$ cat src/rtl/seq_game_engine.sv
// Round engine for the memory-sequence game: LFSR symbol source, sequence store,
// timed flash playback, player-entry checking, timeout and saturating score.
module seq_game_engine #(
   parameter int          DIGIT_W        = 4,
   parameter int          MAX_LEN        = 16,
   parameter int          FLASH_CYCLES   = 50_000_000,
   parameter int          GAP_CYCLES     = 12_500_000,
   parameter int          TIMEOUT_CYCLES = 250_000_000,
   parameter int          SCORE_W        = 7,
   parameter logic [15:0] SEED           = 16'hACE1
) (
   input  logic               clk,
   input  logic               rst,
   input  logic               start,
   input  logic               abort,
   input  logic               digit_valid,
   input  logic [DIGIT_W-1:0] digit_in,
   output logic               flash_valid,
   output logic [DIGIT_W-1:0] flash_digit,
   output logic [2:0]         state,
   output logic [6:0]         seq_len,
   output logic [SCORE_W-1:0] score,
   output logic               correct_pulse,
   output logic               wrong_pulse,
   output logic               game_over,
   output logic               win
);

   localparam int IDX_W = (MAX_LEN > 1) ? $clog2(MAX_LEN) : 1;
   localparam int CNT_W = 32;
   localparam int SUM_W = ((SCORE_W > 7) ? SCORE_W : 7) + 1;
   localparam logic [SCORE_W-1:0] SCORE_MAX = '1;

   typedef enum logic [2:0] {
      S_IDLE     = 3'd0,
      S_GEN      = 3'd1,
      S_SHOW_ON  = 3'd2,
      S_SHOW_GAP = 3'd3,
      S_INPUT    = 3'd4,
      S_ROUND_OK = 3'd5,
      S_OVER     = 3'd6
   } state_t;

   state_t             r_state;
   logic [15:0]        r_lfsr;
   logic [DIGIT_W-1:0] r_mem [MAX_LEN];
   logic [IDX_W-1:0]   r_idx;
   logic [CNT_W-1:0]   r_cnt;
   logic [6:0]         r_len;
   logic [SCORE_W-1:0] r_score;
   logic               r_win;
   logic               r_correct;
   logic               r_wrong;
   logic               r_flash_valid;
   logic [DIGIT_W-1:0] r_flash_digit;
   logic               r_game_over;

   state_t             w_state_nx;
   logic [15:0]        w_lfsr_nx;
   logic [IDX_W-1:0]   w_idx_nx;
   logic [CNT_W-1:0]   w_cnt_nx;
   logic [6:0]         w_len_nx;
   logic [SCORE_W-1:0] w_score_nx;
   logic               w_win_nx;
   logic               w_correct_nx;
   logic               w_wrong_nx;
   logic               w_wr_en;
   logic [IDX_W-1:0]   w_last_idx;
   logic [DIGIT_W-1:0] w_sym;
   logic [DIGIT_W-1:0] w_rd_digit;
   logic [DIGIT_W-1:0] w_flash_digit_nx;

   function automatic logic [SCORE_W-1:0] sat_add(input logic [SCORE_W-1:0] a,
                                                  input logic [6:0] b);
      logic [SUM_W-1:0] s;
      s = SUM_W'(a) + SUM_W'(b);
      if (s > SUM_W'(SCORE_MAX)) sat_add = SCORE_MAX;
      else                       sat_add = s[SCORE_W-1:0];
   endfunction

   // Galois right-shift form of x^16+x^14+x^13+x^11+1
   assign w_lfsr_nx  = {1'b0, r_lfsr[15:1]} ^ (r_lfsr[0] ? 16'hB400 : 16'h0000);
   assign w_sym      = r_lfsr[DIGIT_W-1:0];
   assign w_last_idx = IDX_W'(r_len - 7'd1);
   assign w_rd_digit = r_mem[r_idx];

   always_comb begin
      w_state_nx       = r_state;
      w_idx_nx         = r_idx;
      w_cnt_nx         = r_cnt;
      w_len_nx         = r_len;
      w_score_nx       = r_score;
      w_win_nx         = r_win;
      w_correct_nx     = 1'b0;
      w_wrong_nx       = 1'b0;
      w_wr_en          = 1'b0;
      w_flash_digit_nx = '0;

      if (abort) begin
         w_state_nx = S_IDLE;
         w_idx_nx   = '0;
         w_len_nx   = '0;
         w_win_nx   = 1'b0;
      end else begin
         case (r_state)
            S_IDLE, S_OVER: begin
               if (start) begin
                  w_score_nx = '0;
                  w_len_nx   = 7'd1;
                  w_win_nx   = 1'b0;
                  w_state_nx = S_GEN;
               end
            end
            S_GEN: begin
               w_wr_en    = 1'b1;
               w_idx_nx   = '0;
               w_cnt_nx   = CNT_W'(FLASH_CYCLES - 1);
               w_state_nx = S_SHOW_ON;
            end
            S_SHOW_ON: begin
               if (r_cnt == '0) begin
                  w_cnt_nx   = CNT_W'(GAP_CYCLES - 1);
                  w_state_nx = S_SHOW_GAP;
               end else begin
                  w_cnt_nx = r_cnt - CNT_W'(1);
               end
            end
            S_SHOW_GAP: begin
               if (r_cnt != '0) begin
                  w_cnt_nx = r_cnt - CNT_W'(1);
               end else if (r_idx != w_last_idx) begin
                  w_idx_nx   = r_idx + IDX_W'(1);
                  w_cnt_nx   = CNT_W'(FLASH_CYCLES - 1);
                  w_state_nx = S_SHOW_ON;
               end else begin
                  w_idx_nx   = '0;
                  w_cnt_nx   = CNT_W'(TIMEOUT_CYCLES - 1);
                  w_state_nx = S_INPUT;
               end
            end
            S_INPUT: begin
               // an entry in the expiring cycle takes precedence over the timeout
               if (digit_valid) begin
                  if (digit_in == w_rd_digit) begin
                     w_correct_nx = 1'b1;
                     w_cnt_nx     = CNT_W'(TIMEOUT_CYCLES - 1);
                     if (r_idx == w_last_idx) w_state_nx = S_ROUND_OK;
                     else                     w_idx_nx   = r_idx + IDX_W'(1);
                  end else begin
                     w_wrong_nx = 1'b1;
                     w_state_nx = S_OVER;
                  end
               end else if (r_cnt == '0) begin
                  w_wrong_nx = 1'b1;
                  w_state_nx = S_OVER;
               end else begin
                  w_cnt_nx = r_cnt - CNT_W'(1);
               end
            end
            S_ROUND_OK: begin
               w_score_nx = sat_add(r_score, r_len);
               if (r_len == 7'(MAX_LEN)) begin
                  w_win_nx   = 1'b1;
                  w_state_nx = S_OVER;
               end else begin
                  w_len_nx   = r_len + 7'd1;
                  w_state_nx = S_GEN;
               end
            end
            default: w_state_nx = S_IDLE;
         endcase
      end

      // symbol being written this cycle is forwarded so playback starts without a bubble
      if (w_state_nx == S_SHOW_ON) begin
         if (w_wr_en && (w_idx_nx == w_last_idx)) w_flash_digit_nx = w_sym;
         else                                     w_flash_digit_nx = r_mem[w_idx_nx];
      end
   end

   always_ff @(posedge clk or negedge rst) begin
      if (!rst) begin
         r_state       <= S_IDLE;
         r_lfsr        <= SEED;
         r_idx         <= '0;
         r_cnt         <= '0;
         r_len         <= '0;
         r_score       <= '0;
         r_win         <= 1'b0;
         r_correct     <= 1'b0;
         r_wrong       <= 1'b0;
         r_flash_valid <= 1'b0;
         r_flash_digit <= '0;
         r_game_over   <= 1'b0;
      end else begin
         r_state       <= w_state_nx;
         r_lfsr        <= w_lfsr_nx;
         r_idx         <= w_idx_nx;
         r_cnt         <= w_cnt_nx;
         r_len         <= w_len_nx;
         r_score       <= w_score_nx;
         r_win         <= w_win_nx;
         r_correct     <= w_correct_nx;
         r_wrong       <= w_wrong_nx;
         r_flash_valid <= (w_state_nx == S_SHOW_ON);
         r_flash_digit <= w_flash_digit_nx;
         r_game_over   <= (w_state_nx == S_OVER);
      end
   end

   always_ff @(posedge clk) begin
      if (w_wr_en) r_mem[w_last_idx] <= w_sym;
   end

   assign state         = r_state;
   assign seq_len       = r_len;
   assign score         = r_score;
   assign flash_valid   = r_flash_valid;
   assign flash_digit   = r_flash_digit;
   assign correct_pulse = r_correct;
   assign wrong_pulse   = r_wrong;
   assign game_over     = r_game_over;
   assign win           = r_win;

endmodule

$ cat config.mk
export PLATFORM = sky130hd
export DESIGN_NAME = seq_game_engine
export DESIGN_NICKNAME = d
export VERILOG_FILES = /design/src/rtl/seq_game_engine.sv
export SDC_FILE = /design/constraint.sdc
export NUM_CORES = 1
export LEC_CHECK = 0
export CAP_MARGIN = 10
export CORE_MARGIN = 1
export CORE_UTILIZATION = 60
export DETAILED_ROUTE_END_ITERATION = 10
export HOLD_SLACK_MARGIN = 0.02
export PLACE_DENSITY = 0.79
export SYNTH_ARGS = -nofsm -noshare
export SYNTH_HDL_FRONTEND = slang
export SYNTH_SLANG_ARGS = --single-unit
export TNS_END_PERCENT = 1
$ cat constraint.sdc
create_clock -name clk -period 4.8 [get_ports clk]
set_clock_uncertainty 0.2 [all_clocks]
set_input_delay 0.96 -clock clk [delete_from_list [all_inputs] [get_ports clk]]
set_output_delay 0.96 -clock clk [all_outputs]
set_load 0.02 [all_outputs]
==> impl_results.md <==
- Status: complete, no violations
- Final slew viol count: 0
- Hold-fix buffers, CTS: 0
- Post-Layout Inst Area: 8930 µm²
- Initial antenna violation count: 0
- Vias in the first global route: 6098
- Via Count: 6405
- Largest net degree at the start of global routing: 79
- CP Data Required Time: 4.92 ns
- Min Clock Period, post-route: 4.52 ns
- CTS tree: yes
- Unrepaired setup endpoints after global routing: no
- Final setup TNS: 0 ns
- Worst setup SP type: flip-flop
- R2R cell count: 12
- Clock slew seen by the registers of the worst setup and hold paths: 0.07 ns
- Share of cells above drive strength 1: 11.1%
- Vias per inst: 6.59
- Nets: 814
- Number of DRC markers in iteration 0: 906
- Mapped Area: 7860 µm²
- Top Ports: 35
- Hpwl dp: 15300 µm
- PwrDens: 331 nW/µm²
- Post-synth top area cell: edfxtp_1
- Placed Area: 8340 µm²
- Relative slew slack: 34.4%
- Initial core utilization: 61.8%
- Final setup vio count: 0
- Unique masters post-synth: 80
- Critical Setup Path Class: reg -> reg
- Drt pass-1 iters: 6
- R2r setup slk: 0.28 ns
- Core Util, Final: 70.2%
- I/O Buffers: 34
- Overflow after GRT: 0
- First-pass GRT wire length: 33900 µm
- Ys Warns: 0
- Final worst-path cycle share: 94.1%
- Arrival time worst endpoint: 4.64 ns
- Leakage: 3.42 nW
- Post-Syn Nets: 784
- Post-synth EDFFs: 64
- Worst R2R End: flash_digit[2]
- Hold Path Class: reg -> reg
- Commonest cells post-synth: 91 x nor2_1, 74 x nand2_1, 70 x dfrtp_1
- Register area share after synthesis: 49.4%
- WL per Instance: 22.3 µm
- GR Util All Layers: 34.2%
- CTS Buffer Depth: 2
- Routed WL: 21700 µm
- Area share of the largest cell type after synthesis: 24.4%
- F_max: 221 MHz
- Mean Syn Cell Area: 10.4 µm²
- Worst-Margin Slew: 0.983 ns
- End of the critical path: flash_digit[2]
- Ys async rst share: 54.9%
- Routability cong.: 1.03
- Latest clock arrival within the worst-skew pair: 0.44 ns
- Num Clock Sinks: 142
- Max H-tree Level: 4
- Rows: 41
- Largest fanout on the critical path: 19
- Crit end category: flip-flop
- Post-Synthesis Cells: 757
- Worst-case vdd ir drop: 0.000309 V
- Core Area: 12700 µm²
- RR Startpoint: r_cnt[8]
- ANT nets after route: 0
- TritonCTS Buffers: 17
- Worst Setup SP: r_cnt[8]
- Most common cell in the netlist: nor2_1
- Area contributors post-synth: edfxtp_1 24%, dfrtp_1 22%, nor2_1 4.3%
- Root Buffer: clkbuf_16
- Post-cts sizing count: 0
- Post-CTS Repair Setup Buffers: 0
- Synth Register Bits: 142
- Die area: 13600 µm²
- # DRC: 0
- Main synth FF type: dfrtp_1
- Area grow syn2layout: 13.6%
- Worst hold slack: 0.160 ns
- Hold Path Stages: 0
- Number of diodes: 0
- Fin. Hold Viols: 0
- Die Y: 116 µm
- Max-cap violations: 0
- Die Width: 116 µm
## logic make-up (layout without fill, tap and decap cells)
logic type      count (synthesis)  after routing  share of synthesized area, %
compound gates                190            190                          16.6
xor+xnor                       25             25                          3.02
fa+ha+maj                      18             18                          2.96
buf+inv                        70            113                          4.19
flops                         142            142                          49.4
mux                            34             34                          6.59
simple gates                  278            278                          17.2
## state kept, by name (all words and copies together), names as in the netlist
signal / cells
r_lfsr: 16
seq_len: 7
r_idx: 4
win: 1
r_mem: 64
correct_pulse: 1
game_over: 1
score: 7
flash_digit: 4
state: 3
wrong_pulse: 1
flash_valid: 1
r_cnt: 32
## metrics by stage
step / total power [W] / std cells / setup slack [ns]
2_1_floorplan: 0.00155 / 757 / 0.513
3_3_place_gp: 0.00163 / 940 / 0.367
3_5_place_dp: 0.00165 / 940 / 0.231
4_1_cts: 0.00296 / 972 / 0.207
5_1_grt: 0.00304 / 972 / 0.0799
6_report: 0.00295 / 972 / 0.284
## report_power, final
part           total (W)  internal (W)  switching, W
sequential       0.00134       0.00130     0.0000479
clock            0.00132      0.000702      0.000622
combinational   0.000287      0.000101      0.000185
total            0.00295       0.00210      0.000856
## cell usage in the layout (no fill, tap or decap), types with 20 or more instances in the layout
cell	instances
nand3_1	20
nor2_1	91
edfxtp_1	64
dfrtp_1	69
inv_1	29
a21oi_1	44
clkdlybuf4s50_1	33
nand2_1	74
o21ai_0	44
## per-layer routing
layer	vias up	share of wire (%)	wire, µm	track usage, %
li1	2882	-	-	-
met1	3106	44	9430	50.1
met2	388	44	9510	49.4
met3	29	11	2370	9.24
met4	0	1.6	354	11.6
met5	-	0	0	0
## cell type report
class	count	area, µm²
well taps	172	215
multi-input cells	545	3650
flip-flops and latches	142	3880
repair buffers	49	463
clock buffers	17	425
fillers	952	3790
clock inverters	15	163
inverters	32	128
## how the worst min path moves through the flow
stage,start,end
6_report,r_lfsr[8],r_lfsr[7]
5_1_grt,r_lfsr[7],r_lfsr[6]
4_1_cts,r_lfsr[8],r_lfsr[7]
3_5_place_dp,r_lfsr[12],r_lfsr[11]
3_3_place_gp,r_lfsr[4],r_lfsr[3]
2_1_floorplan,r_lfsr[4],r_lfsr[3]
## critical path, cell delays in order (launching register included)
cell and delay, ns:
dfrtp_1 0.42, or4_1 0.57, nor4_1 0.46, nand4_1 0.37, mux2_2 0.38, a221oi_1 0.28
or3_1 0.32, and3_4 0.32, buf_4 0.24, nand2_1 0.07, and3_1 0.16, o311a_1 0.33
o31ai_1 0.27
Power figures use the tool's default switching activity.
